===== config.mk =====
export PLATFORM = sky130hd
export DESIGN_NAME = hex_scan_ctrl
export DESIGN_NICKNAME = d
export VERILOG_FILES = /design/src/rtl/hex_scan_ctrl.sv
export SDC_FILE = /design/constraint.sdc
export NUM_CORES = 1
export LEC_CHECK = 0
export CORE_UTILIZATION = 35
export CTS_BUF_LIST = sky130_fd_sc_hd__clkbuf_4 sky130_fd_sc_hd__clkbuf_8 sky130_fd_sc_hd__clkbuf_16
export CTS_CLUSTER_DIAMETER = 40
export DETAILED_ROUTE_END_ITERATION = 12
export PLACE_DENSITY_LB_ADDON = 0.1
export RECOVER_POWER = 50
export SYNTH_ARGS = -nofsm -noshare
export SYNTH_HDL_FRONTEND = slang
export SYNTH_SLANG_ARGS = --single-unit

===== constraint.sdc =====
create_clock -name clk -period 5.2 [get_ports clk]
set_clock_uncertainty 0.1 [all_clocks]
set_input_delay 0.78 -clock clk [delete_from_list [all_inputs] [get_ports clk]]
set_output_delay 0.78 -clock clk [all_outputs]
set_load 0.01 [all_outputs]

===== src/rtl/hex_scan_ctrl.sv =====
// hex_scan_ctrl: scans a CPU-written hex value across multiplexed 7-segment digits.
// New values commit only at frame boundaries, or on the next cycle while the display is off.
module hex_scan_ctrl #(
    parameter int DIGITS   = 8,
    parameter int SCAN_DIV = 50000
) (
    input  logic                  clk,
    input  logic                  rst,
    input  logic                  en,
    input  logic                  lzb_en,
    input  logic                  wr_valid,
    input  logic [4*DIGITS-1:0]   wr_data,
    output logic                  wr_ready,
    output logic [6:0]            seg_n,
    output logic [DIGITS-1:0]     dig_n,
    output logic                  frame_done
);
    localparam int IW = $clog2(DIGITS);
    localparam int TW = $clog2(SCAN_DIV);

    typedef enum logic {OFF, SCAN} state_t;

    state_t              state;
    logic [IW-1:0]       idx;
    logic [TW-1:0]       tick;
    logic [4*DIGITS-1:0] active;
    logic [4*DIGITS-1:0] shadow;
    logic                pending;
    logic [3:0]          nib;
    logic [6:0]          hex;
    logic [6:0]          seg_d;
    logic [DIGITS-1:0]   blank;
    logic                zeros;
    logic                tick_end;
    logic                idx_end;
    logic                accept;
    logic                commit;
    logic                pending_nx;

    always_comb begin
        nib = active[{idx, 2'b00} +: 4];
        case (nib)
            4'h0: hex = 7'h40;
            4'h1: hex = 7'h79;
            4'h2: hex = 7'h24;
            4'h3: hex = 7'h30;
            4'h4: hex = 7'h19;
            4'h5: hex = 7'h12;
            4'h6: hex = 7'h02;
            4'h7: hex = 7'h78;
            4'h8: hex = 7'h00;
            4'h9: hex = 7'h10;
            4'hA: hex = 7'h08;
            4'hB: hex = 7'h03;
            4'hC: hex = 7'h46;
            4'hD: hex = 7'h21;
            4'hE: hex = 7'h06;
            default: hex = 7'h0E;
        endcase
        // digit i is blank when it and every higher nibble are zero; digit 0 always shows
        blank = '0;
        zeros = 1'b1;
        for (int i = DIGITS - 1; i > 0; i--) begin
            zeros = zeros && (active[4*i +: 4] == 4'h0);
            blank[i] = lzb_en && zeros;
        end
        seg_d      = blank[idx] ? 7'h7F : hex;
        tick_end   = tick == TW'(SCAN_DIV - 1);
        idx_end    = idx == IW'(DIGITS - 1);
        accept     = wr_valid && wr_ready;
        commit     = pending && (state == OFF || (tick_end && idx_end));
        pending_nx = accept || (pending && !commit);
    end

    always_ff @(posedge clk) begin
        if (rst) begin
            state      <= OFF;
            idx        <= '0;
            tick       <= '0;
            active     <= '0;
            shadow     <= '0;
            pending    <= 1'b0;
            wr_ready   <= 1'b1;
            seg_n      <= 7'h7F;
            dig_n      <= '1;
            frame_done <= 1'b0;
        end else begin
            pending  <= pending_nx;
            wr_ready <= !pending_nx;
            if (accept)
                shadow <= wr_data;
            if (commit)
                active <= shadow;
            // raised one cycle early so the pulse lands on the frame-end cycle itself
            frame_done <= state == SCAN && en && idx_end && tick == TW'(SCAN_DIV - 2);
            if (state == OFF || !en) begin
                state <= en ? SCAN : OFF;
                idx   <= '0;
                tick  <= '0;
                seg_n <= 7'h7F;
                dig_n <= '1;
            end else begin
                tick  <= tick_end ? '0 : tick + 1'b1;
                idx   <= tick_end ? (idx_end ? '0 : idx + 1'b1) : idx;
                seg_n <= tick == '0 ? seg_d : seg_n;
                dig_n <= tick == '0 ? '1 : ~(DIGITS'(1) << idx);
            end
        end
    end
endmodule


==> results.md <==
- Hold buffers post-CTS: 0
- Htree depth: 3
- Setup violators final: 0
- DIE HEIGHT: 114 um
- Pwr Density: 305 nW/um2
- Global-route wire length before repair: 16800 um
- Routed Antenna Nets: 0
- Total number of vias: 3528
- Maximum clock frequency: 0.257 GHz
- Layout area overhead: 20.9%
- Async S/R FF share, synth: 0%
- Yosys warns: 0
- Gpl congestion: 0.794
- Fin crit period: 3.89 ns
- Slew margin rel.: -99.2%
- Synth top area share: 46.5%
- FF+latch count, synth: 102
- Number of port buffers: 53
- Clock sink count: 102
- CTS tree: done
- Final hold violations: 0
- Ranking of synthesized cells by area: dfxtp_1 47%, a21oi_1 8.4%, nand2_1 7.2%, nand3_1 4.3%, ha_1 4.3%
- Remaining DRCs: 0
- Slowest stage cell, crit path: clkbuf_1
- CTS clk-pin slew, worst paths: 0.07 ns
- DP HPWL: 6750 um
- Number of library cell types mapped by synthesis: 43
- Die area: 13000 um2
- Most common cell in the synthesized netlist: dfxtp_1
- Post-CTS setup buffer count: 0
- Largest net degree at the start of global routing: 69
- Crit end category: register
- Slowest cell delay on critical path: 2.09 ns
- Crit share post-route: 74.8%
- Cell area after layout: 5310 um2
- Max_cap viols: 1
- Hold Crit Class: reg -> reg
- Lkg Pwr: 1.82 nW
- Worst path required time: 5.31 ns
- FP Rows: 40
- Setup Total Neg Slack: 0 ns
- Routed length per instance: 13.5 um
- Worst-path cell chain: buf_2 -> clkbuf_1 -> nand3b_1 -> or2_1 -> nor2_1
- Maximum VDD drop: 0.147 mV
- # diodes: 0
- Clock Latency Late Sink: 0.35 ns
- Initial Util: 36.3%
- Worst Path Class, Setup: in -> reg
- GRT Util Overall: 16.4%
- Final wirelength: 9700 um
- Worst slew pin tran: 2.99 ns
- Initial antenna violation count: 0
- Layout cell share with drive strength beyond 1: 5.99%
- Number of buffers created by CTS: 9
- Buf/Inv on CP: 2
- DIE WIDTH: 114 um
- Status: finished with violations
- GRT overflow: 0
- Layout Nets: 598
- Worst setup SP type: input port
- Gates resized, CTS repair: 0
- Vias in the first global route: 3373
- Synth area leader: dfxtp_1
- Synth Flop Type: dfxtp_1
- RSZ-0062 raised after global routing: false
- CP arrival: 4.00 ns
- DR vias/cell: 4.91
- 1st-iter DRT viols: 178
- Root Buffer Master: clkbuf_16
- Clock Path Buffers: 2
- Failing checks: max-capacitance violations, max-slew violations
- Critical path peak fanout: 68
- Mean Syn Cell Area: 8.54 um2
- Sequential share of the synthesized area: 46.5%
- I/O pins: 54
- EDFF count, synth: 0
- Synth Instances: 514
- Post-synth top cells: 102 x dfxtp_1, 84 x nand2_1, 74 x a21oi_1
- Core region area: 12100 um2
- Post-DP Area: 5000 um2
- Mapped Area: 4390 um2
- Net Count, Synth: 566
- CP top delay family: buffers and inverters
- Slew Limit Fails: 69
- Initial DRT Pass Iterations: 4
[logic make-up after synthesis]
| family | share of synthesized area (%) |
|---|---|
| adder cells (fa/ha/maj) | 4.27 |
| buffers and inverters | 4.79 |
| multiplexers | 6.95 |
| flip-flops | 46.5 |
| AND/OR/NAND/NOR | 20.1 |
| AO/OA/AOI/OAI | 14.6 |
| XOR/XNOR | 2.79 |
[cell usage in the layout, fill, tap and decap left out, types with 2 or more instances in the layout]
master and n:
dlygate4sd3_1 17, nor2b_1 3, xor2_1 5, nand4_1 3
nor4_1 9, inv_1 14, and4_1 2, nand3b_1 2
a21oi_1 74, a22oi_1 4, clkdlybuf4s50_1 35, o21ai_1 13
or3_1 2, mux2_1 2, dfxtp_1 102, xnor2_1 9
nand2_1 84, mux4_2 8, nand3_1 38, nor2_1 32
buf_4 2, o21ai_0 22, a31oi_1 5, mux2i_1 8
ha_1 15, nor3_1 5, clkbuf_16 9, and2_1 3
clkbuf_4 2, a21o_1 2
[area by class of cell]
| cell class | instances | area, um2 |
|---|---|---|
| repair buffers | 56 | 544 |
| inverters | 15 | 56.3 |
| fillers | 1251 | 6800 |
| multi-input cells | 362 | 2150 |
| clock buffers | 12 | 254 |
| clock inverters | 4 | 55.1 |
| flip-flops and latches | 102 | 2040 |
| well taps | 168 | 210 |
[metal layers]
metal	global-route usage, %	part of all wire (%)
met1	22.4	49
met2	24.8	47
met3	5.10	3.5
met4	4.68	0.68
met5	0	0
[power breakdown]
group	total, mW	internal [mW]	switching [mW]
sequential	0.817	0.804	0.0135
clock	0.691	0.400	0.291
combinational	0.113	0.0500	0.0628
[state kept, by name (all words and copies together) (netlist names)]
register	flops
tick	16
idx	3
pending	1
state	1
shadow	32
frame_done	1
wr_ready	1
dig_n	8
active	32
seg_n	7
[worst reg2reg max path: stages (launching register included)]
cell and delay (ns):
dfxtp_1 0.82, mux4_2 0.59, mux2i_1 0.48, inv_1 0.14
ha_1 0.26, mux2_1 0.30, mux2i_1 0.13, a21oi_1 0.08
[path summary, 6_finish.rpt]
path	startpoint	end	slack, ns	depth (start not counted)
min reg2reg	shadow[23]	shadow[23]	0.36	2
max	rst	tick[13]	1.31	5
max reg2reg	idx[0]	seg_n[3]	2.16	7
min	shadow[23]	shadow[23]	0.36	2
[through the flow]
stage | hold WS, ns | utilization (%) | total power [mW] | cells | worst slack [ns]
after floorplan | 0.325 | - | 0.899 | 514 | 2.55
after global placement | 0.340 | 41.3 | 0.948 | 703 | 2.25
after detailed placement | 0.348 | 41.3 | 0.950 | 703 | 2.14
after CTS | 0.359 | 43.9 | 1.64 | 719 | 2.12
after global routing | 0.380 | 43.8 | 1.70 | 719 | 0.930
final | 0.359 | 43.8 | 1.62 | 719 | 1.31
Power figures use the tool's default switching activity.
